## config.mk

```make
export PLATFORM = sky130hd
export DESIGN_NAME = reg_scoreboard_issue
export DESIGN_NICKNAME = d
export VERILOG_FILES = /design/src/rtl/reg_scoreboard_issue.sv
export SDC_FILE = /design/constraint.sdc
export NUM_CORES = 1
export LEC_CHECK = 0
export CAP_MARGIN = 20
export CORE_MARGIN = 2
export CORE_UTILIZATION = 25
export DETAILED_ROUTE_END_ITERATION = 10
export GPL_TIMING_DRIVEN = 0
export HOLD_SLACK_MARGIN = 0.03
export PLACE_DENSITY_LB_ADDON = 0.3
export SYNTH_ARGS = -nofsm -noshare
export SYNTH_HDL_FRONTEND = slang
export SYNTH_SLANG_ARGS = --single-unit
```

## constraint.sdc

```tcl
create_clock -name clk -period 8.1 [get_ports clk]
set_input_delay 1.62 -clock clk [delete_from_list [all_inputs] [get_ports clk]]
set_output_delay 1.62 -clock clk [all_outputs]
set_load 0.02 [all_outputs]
```

## src/rtl/reg_scoreboard_issue.sv

```systemverilog
// In-order issue slot that holds one decoded instruction, stalls it on RAW/WAW
// hazards against a busy bitmap, and presents its sources to the register file read port.
module reg_scoreboard_issue #(
  parameter int NUM_REG    = 8,
  parameter int NUM_W_PORT = 2,
  parameter int CNT_BIT    = 16,
  localparam int RID       = $clog2(NUM_REG)
) (
  input  logic                        clk,
  input  logic                        rst,
  input  logic                        in_vld,
  output logic                        in_rdy,
  input  logic [RID-1:0]              in_src0,
  input  logic [RID-1:0]              in_src1,
  input  logic                        in_has_dst,
  input  logic [RID-1:0]              in_dst,
  output logic                        rd_addr_vld,
  input  logic                        rd_addr_rdy,
  output logic [RID-1:0]              rd_addr0,
  output logic [RID-1:0]              rd_addr1,
  input  logic [NUM_W_PORT-1:0]       wb_vld,
  input  logic [NUM_W_PORT*RID-1:0]   wb_addr,
  output logic [NUM_REG-1:0]          busy,
  output logic [CNT_BIT-1:0]          stall_cnt,
  output logic [1:0]                  dbg_state
);

  // Handshake rules (both ports): a transfer happens in a cycle where valid and
  // ready are both high; valid never depends on ready, and once raised, valid and
  // its payload hold steady until that transfer.
  typedef enum logic [1:0] {
    ST_EMPTY = 2'd0,
    ST_STALL = 2'd1,
    ST_READY = 2'd2
  } state_e;

  state_e               state;

  logic                 hold_vld_q, hold_vld_d;
  logic [RID-1:0]       src0_q, src0_d;
  logic [RID-1:0]       src1_q, src1_d;
  logic                 has_dst_q, has_dst_d;
  logic [RID-1:0]       dst_q, dst_d;
  logic [NUM_REG-1:0]   busy_q, busy_d;
  logic [CNT_BIT-1:0]   stall_cnt_q, stall_cnt_d;

  logic [NUM_REG-1:0]   wb_clr;
  logic [NUM_REG-1:0]   eff_busy;
  logic [NUM_REG-1:0]   set_vec;
  logic                 hazard;
  logic                 fire;
  logic                 load;

  // Register 0 is never cleared here because it can never become busy.
  always_comb begin
    wb_clr = '0;
    for (int p = 0; p < NUM_W_PORT; p++) begin
      for (int r = 1; r < NUM_REG; r++) begin
        if (wb_vld[p] && (wb_addr[p*RID +: RID] == RID'(r))) begin
          wb_clr[r] = 1'b1;
        end
      end
    end
  end

  assign eff_busy = busy_q & ~wb_clr;
  assign hazard   = eff_busy[src0_q] | eff_busy[src1_q] | (has_dst_q & eff_busy[dst_q]);

  always_comb begin
    state = ST_EMPTY;
    if (hold_vld_q) begin
      state = hazard ? ST_STALL : ST_READY;
    end
  end

  assign rd_addr_vld = (state == ST_READY);
  assign fire        = rd_addr_vld && rd_addr_rdy;
  assign in_rdy      = !hold_vld_q || fire;
  assign load        = in_vld && in_rdy;

  always_comb begin
    hold_vld_d  = hold_vld_q;
    src0_d      = src0_q;
    src1_d      = src1_q;
    has_dst_d   = has_dst_q;
    dst_d       = dst_q;
    set_vec     = '0;
    stall_cnt_d = stall_cnt_q;

    if (load) begin
      hold_vld_d = 1'b1;
      src0_d     = in_src0;
      src1_d     = in_src1;
      has_dst_d  = in_has_dst;
      dst_d      = in_dst;
    end else if (fire) begin
      hold_vld_d = 1'b0;
    end

    if (fire && has_dst_q && (dst_q != '0)) begin
      set_vec[dst_q] = 1'b1;
    end

    if ((state == ST_STALL) && (stall_cnt_q != {CNT_BIT{1'b1}})) begin
      stall_cnt_d = stall_cnt_q + {{(CNT_BIT-1){1'b0}}, 1'b1};
    end
  end

  // A set from this cycle's issue outranks a writeback clear of the same register.
  assign busy_d = (busy_q & ~wb_clr) | set_vec;

  always_ff @(posedge clk) begin
    if (rst) begin
      hold_vld_q  <= 1'b0;
      src0_q      <= '0;
      src1_q      <= '0;
      has_dst_q   <= 1'b0;
      dst_q       <= '0;
      busy_q      <= '0;
      stall_cnt_q <= '0;
    end else begin
      hold_vld_q  <= hold_vld_d;
      src0_q      <= src0_d;
      src1_q      <= src1_d;
      has_dst_q   <= has_dst_d;
      dst_q       <= dst_d;
      busy_q      <= busy_d;
      stall_cnt_q <= stall_cnt_d;
    end
  end

  assign rd_addr0  = src0_q;
  assign rd_addr1  = src1_q;
  assign busy      = busy_q;
  assign stall_cnt = stall_cnt_q;
  assign dbg_state = state;

endmodule

```

# ---- Word level (Yosys, flattened, before mapping)
# Cells that the tools add are included.
dict set report totals {
  elab_cells 86
  output_inout_bits 34
  reg_bits 35
}
dict set report classes {
  eq_ne 17
  n_bitwise 6
  addsub 1
  mux 27
  reduce_logical 24
  order_cmp 4
}
# operator n
set op_table {}
lappend op_table {{3-bit == test, second input constant} 8}
lappend op_table {{1-bit logical AND} 20}
lappend op_table {{1-bit 2-to-1 mux} 20}
lappend op_table {{16-bit by 1-bit adder with 16-bit output, second input constant} 1}
lappend op_table {{16-bit inequality test, second input constant} 1}
lappend op_table {{3-bit by 2-bit == test with 1-bit output, second input constant} 4}
lappend op_table {{3-bit by 4-bit less-than comparator with 1-bit output, second input constant} 3}
lappend op_table {{1-bit binary-select mux with 3-bit select} 3}
lappend op_table {{8-bit AND} 1}
lappend op_table {{8-bit 2-to-1 mux} 1}
lappend op_table {{8-bit NOT} 1}
lappend op_table {{8-bit OR} 1}
lappend op_table {{3-bit by 1-bit == test with 1-bit output, second input constant} 2}
lappend op_table {{2-bit 2-to-1 mux} 2}
lappend op_table {{1-bit demux with 3-bit select} 1}
lappend op_table {{3-bit by 1-bit >= comparator with 1-bit output, second input constant} 1}
lappend op_table {{3-bit nonzero test} 1}
lappend op_table {{2-bit by 1-bit == test with 1-bit output, second input constant} 1}
lappend op_table {{2-bit == test, second input constant} 1}
lappend op_table {{1-bit OR} 2}
lappend op_table {{2-bit nonzero test} 1}
lappend op_table {{1-bit AND} 1}
lappend op_table {{1-bit zero test} 1}
lappend op_table {{1-bit logical OR} 1}

# ---- Logic depth before layout (Yosys ltp)
# Gate-level depths: netlist of the first run.
dict set report depth {
  word_depth 18
  mapped_depth 9
}

# ---- Worst setup path after synthesis of the first run
# OpenSTA, ideal clock, no wires.
dict set report synth_timing {
  kind {input-to-output}
  startpoint {input wb_addr[2]}
  endpoint {output dbg_state[1]}
  path_buffers 0
  setup_slack_ns 3.213
  arrival_time_ns 3.267
  path_stages 6
  path_cell_list {or4bb_1 > and3_4 > a211o_1 > a32oi_1 > nand2_2 > nor2_1}
}
dict set report synth_between {
  elab_chain_len 12
  word_cells_on_any_way 41
}
# item line_no
set synth_lines {}
lappend synth_lines {{start, declared} 22} ;# input logic [NUM_W_PORT*RID-1:0] wb_addr,
lappend synth_lines {{3-bit by 1-bit == test with 1-bit output, or another cell as far along} 59} ;# if (wb_vld[p] && (wb_addr[p*RID +: RID] == RID'(r))) begin
lappend synth_lines {{1-bit logical AND} 59}
lappend synth_lines {{1-bit 2-to-1 mux (2 in series)} 59}
lappend synth_lines {{8-bit NOT (*)} 66} ;# assign eff_busy = busy_q & ~wb_clr;
lappend synth_lines {{8-bit AND (*)} 66}
lappend synth_lines {{1-bit binary-select mux with 3-bit select} 67} ;# assign hazard = eff_busy[src0_q] | eff_busy[src1_q] | (has_dst_q & eff_busy[dst_q]);
lappend synth_lines {{1-bit 2-to-1 mux (implied by the code)} 67}
lappend synth_lines {{1-bit OR or 1-bit AND (tied branches)} 67}
lappend synth_lines {{1-bit OR (*)} 67}
lappend synth_lines {{2-bit 2-to-1 mux (*)} 72} ;# state = hazard ? ST_STALL : ST_READY;
lappend synth_lines {{2-bit 2-to-1 mux (*)} 71} ;# if (hold_vld_q) begin
lappend synth_lines {{end, declared} 25} ;# output logic [1:0] dbg_state
# Mark *: on every way between the ends. The rest lies on a longest branch, timed or not. The select of a mux whose other input is x is not followed.

# ---- Worst setup path after layout of the first run
dict set report layout_timing {
  startpoint {input wb_addr[5]}
  endpoint {output dbg_state[0]}
}
dict set report layout_between {
  elab_chain_len 11
  word_cells_on_any_way 34
}
# item line_no
set layout_lines {}
lappend layout_lines {{3-bit by 1-bit == test with 1-bit output, or another cell as far along} 59}
lappend layout_lines {{1-bit logical AND} 59}
lappend layout_lines {{1-bit 2-to-1 mux} 59}
lappend layout_lines {{8-bit NOT (*)} 66}
lappend layout_lines {{8-bit AND (*)} 66}
lappend layout_lines {{1-bit binary-select mux with 3-bit select} 67}
lappend layout_lines {{1-bit 2-to-1 mux (implied by the code)} 67}
lappend layout_lines {{1-bit OR or 1-bit AND (tied branches)} 67}
lappend layout_lines {{1-bit OR (*)} 67}
lappend layout_lines {{2-bit 2-to-1 mux (*)} 72}
lappend layout_lines {{2-bit 2-to-1 mux (*)} 71}
# Marks and branches as above.

==> results of run 1 <==
-- final cells by class --
type / count / area, um2
fillers: 801 / 4970
multi-input cells: 178 / 1250
flip-flops and latches: 35 / 701
repair buffers: 55 / 551
well taps: 102 / 128
clock buffers: 5 / 68.8
clock inverters: 3 / 67.6
plain buffers: 10 / 48.8
inverters: 6 / 22.5
-- cells in the mapped netlist (all sizes together), types with 2 or more instances --
cell and n:
a21oi 8, nor2 26, nand2b 4, nand4 11
and4 2, clkbuf 6, or4bb 6, and2 4
buf 4, a211o 2, nand2 6, o22ai 6
inv 6, nor3b 2, mux2i 11, o21ai 3
o32ai 2, and3b 4, a31o 4, and3 8
nor2b 11, mux2 8, dfxtp 35, a311oi 2
nand4b 8, nand3 16, a31oi 3, o2111ai 5
o211ai 2, or3 4
-- logic make-up after synthesis --
kind of cell | after synthesis
multiplexers | 19
buffers and inverters | 16
XOR/XNOR | 1
AND/OR/NAND/NOR | 114
flip-flops | 35
adder cells (fa/ha/maj) | 1
AO/OA/AOI/OAI | 43
-- flip-flops by register name, summed over array words and instances (netlist names) --
| register | count |
|---|---|
| busy | 8 |
| dst_q | 3 |
| has_dst_q | 1 |
| hold_vld_q | 1 |
| rd_addr0 | 3 |
| rd_addr1 | 3 |
| stall_cnt | 16 |
-- routing by layer --
| layer | wire length (um) | vias to the layer above | part of all wire, % | GRT usage (%) |
|---|---|---|---|---|
| li1 | - | 1000 | - | - |
| met1 | 2680 | 949 | 45 | 16.8 |
| met2 | 2830 | 81 | 47 | 23.5 |
| met3 | 424 | 8 | 7.0 | 3.29 |
| met4 | 75 | 0 | 1.2 | 3.99 |
| met5 | 0 | - | 0 | 0 |
-- critical path: cells and delay by family --
family	cells	cell delay, ps
AND/OR/NAND/NOR	1	220
AO/OA/AOI/OAI	4	1600
buffers and inverters	2	1290
-- worst max-delay path by stage --
stage / from / endpoint / slack [ps] / cells after the start
floorplan: wb_addr[2] / dbg_state[1] / 3210 / 6
global placement: wb_addr[5] / dbg_state[0] / 1890 / 7
detailed placement: wb_addr[5] / dbg_state[0] / 1830 / 7
CTS: wb_addr[3] / dbg_state[0] / 1780 / 7
global route: wb_addr[3] / dbg_state[0] / 1590 / 7
finish: wb_addr[5] / dbg_state[0] / 1740 / 7
-- power by group through the flow --
stage,Sequential (mW),Clock (mW),Combinational [mW]
finish,0.185,0.192,0.0727
global route,0.185,0.204,0.0790
CTS,0.184,0.198,0.0728
detailed placement,0.188,0,0.0723
global placement,0.189,0,0.0715
floorplan,0.189,0,0.0379
-- placed cells by master (no fill, tap or decap), drive strengths merged, types with 3 or more instances in the layout --
cell type and count:
a21oi 8, a31o 4, a31oi 3, and2 4, and3 8, and3b 4, buf 4, clkbuf 11
clkdlybuf4s50 55, dfxtp 35, inv 6, mux2 8, mux2i 11, nand2 6, nand2b 4, nand3 16
nand4 11, nand4b 8, nor2 26, nor2b 11, o2111ai 5, o21ai 3, o22ai 6, or3 4
or4bb 6
-- per-stage QoR --
| stage | power [mW] | area [um2] | cells | util (%) | setup WS, ps |
|---|---|---|---|---|---|
| after floorplan | 0.227 | 2030 | 229 | - | 3210 |
| after global placement | 0.260 | 2710 | 386 | 34.6 | 1890 |
| after detailed placement | 0.261 | 2710 | 386 | 34.6 | 1830 |
| after CTS | 0.455 | 2840 | 394 | 36.4 | 1780 |
| after global routing | 0.469 | 2840 | 394 | 36.4 | 1590 |
| final | 0.450 | 2840 | 394 | 36.4 | 1740 |
==> run_results.csv, run 1 <==
group,metric,value,unit
timing,max_slew_margin,58.0,%
synthesis,async_flop_share,0,%
synthesis,synth_fa_ha_area_share,0.617,%
timing,rsz0062_at_grt,"no",
synthesis,synth_fp_nets,252,
timing,worst_pin_slew,614,ps
critical_path,r2r_start,"dst_q[2]$_SDFFE_PP0P_",
global_routing,grt_pass1_vias,1951,
place,io_buffers,55,
synthesis,ys_seq_elements,35,
synthesis,syn_avg_cell_area,8.85,um2
worst_hold_path,holdPathEnd,"stall_cnt[4]$_SDFFE_PP0P_",
critical_path,r2r-end,"stall_cnt[10]$_SDFFE_PP0P_",
clock_tree,clkSinkCount,35,
synthesis,syn-cell-area,0.00203,mm2
pwr,vdd_drop_max,0.0000974,V
clock_tree,hold_buffers,0,
timing,layout_worst_path_cycle_share,78.5,%
critical_path,path_class,"in2out",
synthesis,synth_ff_type,"dfxtp_1",
worst_hold_path,min_path_type,"reg2reg",
cells_and_area,diodes,0,
critical_path,critPathLaunchType,"input port",
critical_path,required,6480,ps
clock_tree,numCtsBuffers,5,
cells_and_area,nNetsFinal,314,
pwr,power.internal,334,uW
timing,setup_tns,0,ps
floorplan,initial_core_util,26.0,%
flow_run,maxCapViolCount,0,
floorplan,dieArea,0.00884,mm2
global_routing,grt_max_degree,13,
global_routing,antenna_found_initial,0,
global_routing,grt_pass1_wl,9440,um
clock_tree,cts.clk_slew.worst_paths,70,ps
drt,ant_nets,0,
cells_and_area,layout-drive-gt1-share,9.25,%
synthesis,synthSimpleGateAreaFrac,34.5,%
critical_path,crit_arrival,4740,ps
critical_path,crit_fanout,7,
drt,viasPerCell,5.17,
drt,wl,6020,um
synthesis,synth_cells,229,
drt,detail_route.wl_per_cell,15.3,um
status,outcome,"finished, final reports clean",
clock_tree,postCtsSetupRepairBufs,0,
floorplan,ioPinCount,56,
synthesis,synth_edf_count,0,
worst_hold_path,holdPathStages,2,
critical_path,slowest_delay,720,ps
pwr,p_sw,115,uW
clock_tree,htree_levels,2,
timing,finalMaxSlewViolations,0,
pwr,p_comb_share,16.2,%
floorplan,die_h,94.0,um
cells_and_area,area_growth,40.2,%
clock_tree,cts_buffer_depth,2,
worst_hold_path,timing.hold.worst.start,"stall_cnt[4]$_SDFFE_PP0P_",
synthesis,seq_area_frac_synth,34.6,%
drt,drt_iter0_drc,108,
synthesis,ys_types,48,
synthesis,synth-xor-area-share,0.432,%
critical_path,end_kind,"output port",
timing,holdWs,511,ps
clock_tree,cts_root_buf,"clkbuf_8",
critical_path,reg2regPathDepth,8,
pwr,p_leak,1.05,nW
synthesis,muxShareOfSynthArea,9.88,%
drt,dr_total_vias,2038,
clock_tree,cts_tree,"built",
floorplan,fp.dieW,94.0,um
critical_path,cp_common_cell,"clkdlybuf4s50_1",
global_routing,grt.total_usage,13.6,%
synthesis,synth_compound_area_share,16.5,%
synthesis,synth_top_family_by_area,"simple AND/OR/NAND/NOR gates",
timing,skew,5.44,ps
clock_tree,clk_latency,290,ps
drt,route.detailed.drc,0,
synthesis,ys_warn_count,0,
synthesis,yosys.area.top_type,"dfxtp_1",
timing,finalHoldViolCount,0,
critical_path,r2r_slack,5240,ps
pwr,power_frac_seq,41.0,%
global_routing,grt_overflow_total,0,
synthesis,yosysTopAreaCellShare,34.6,%
timing,finalSetupViolCount,0,
clock_tree,post_cts_resized,0,
pwr,power_frac_clock,42.8,%
place,dp_hpwl,4360,um
pwr,p_per_area,158,mW/mm2
floorplan,coreArea,0.00781,mm2
synthesis,synth_area_leaders,"dfxtp_1, mux2i_1, nor2_1, nand3_1, nand4b_1",
pwr,swShare,25.7,%
place,gp_congestion,0.855,
critical_path,cpMaxStageDelayCell,"clkdlybuf4s50_1",
floorplan,rows,32,
critical_path,crit_path_cell_trace,"clkdlybuf4s50_1 -> or4bb_1 -> a311oi_1 -> a2111oi_0 -> a32oi_1 -> a21oi_1 -> clkdlybuf4s50_1",
drt,first_pass_iters,5,
timing,fin_crit,6360,ps
timing,clock.fmax,0.157,GHz
Power figures use the tool's default switching activity.
==> inputs of run 2 (changes only) <==
==> constraint.sdc (replaced) <==
create_clock -name clk -period 6.1 [get_ports clk]
set_input_delay 1.22 -clock clk [delete_from_list [all_inputs] [get_ports clk]]
set_output_delay 1.22 -clock clk [all_outputs]
set_load 0.02 [all_outputs]
==> results of run 2 <==
The final DEF is identical to that of run 1. Status: finished, final reports clean.
Main changes from that run: setup slack after placement 1830 ps -> 631 ps; setup slack after layout 1740 ps -> 545 ps; register-to-register setup slack 5240 ps -> 3240 ps; total power 0.450 mW -> 0.597 mW; worst IR drop on VDD 0.0000974 V -> 0.000129 V
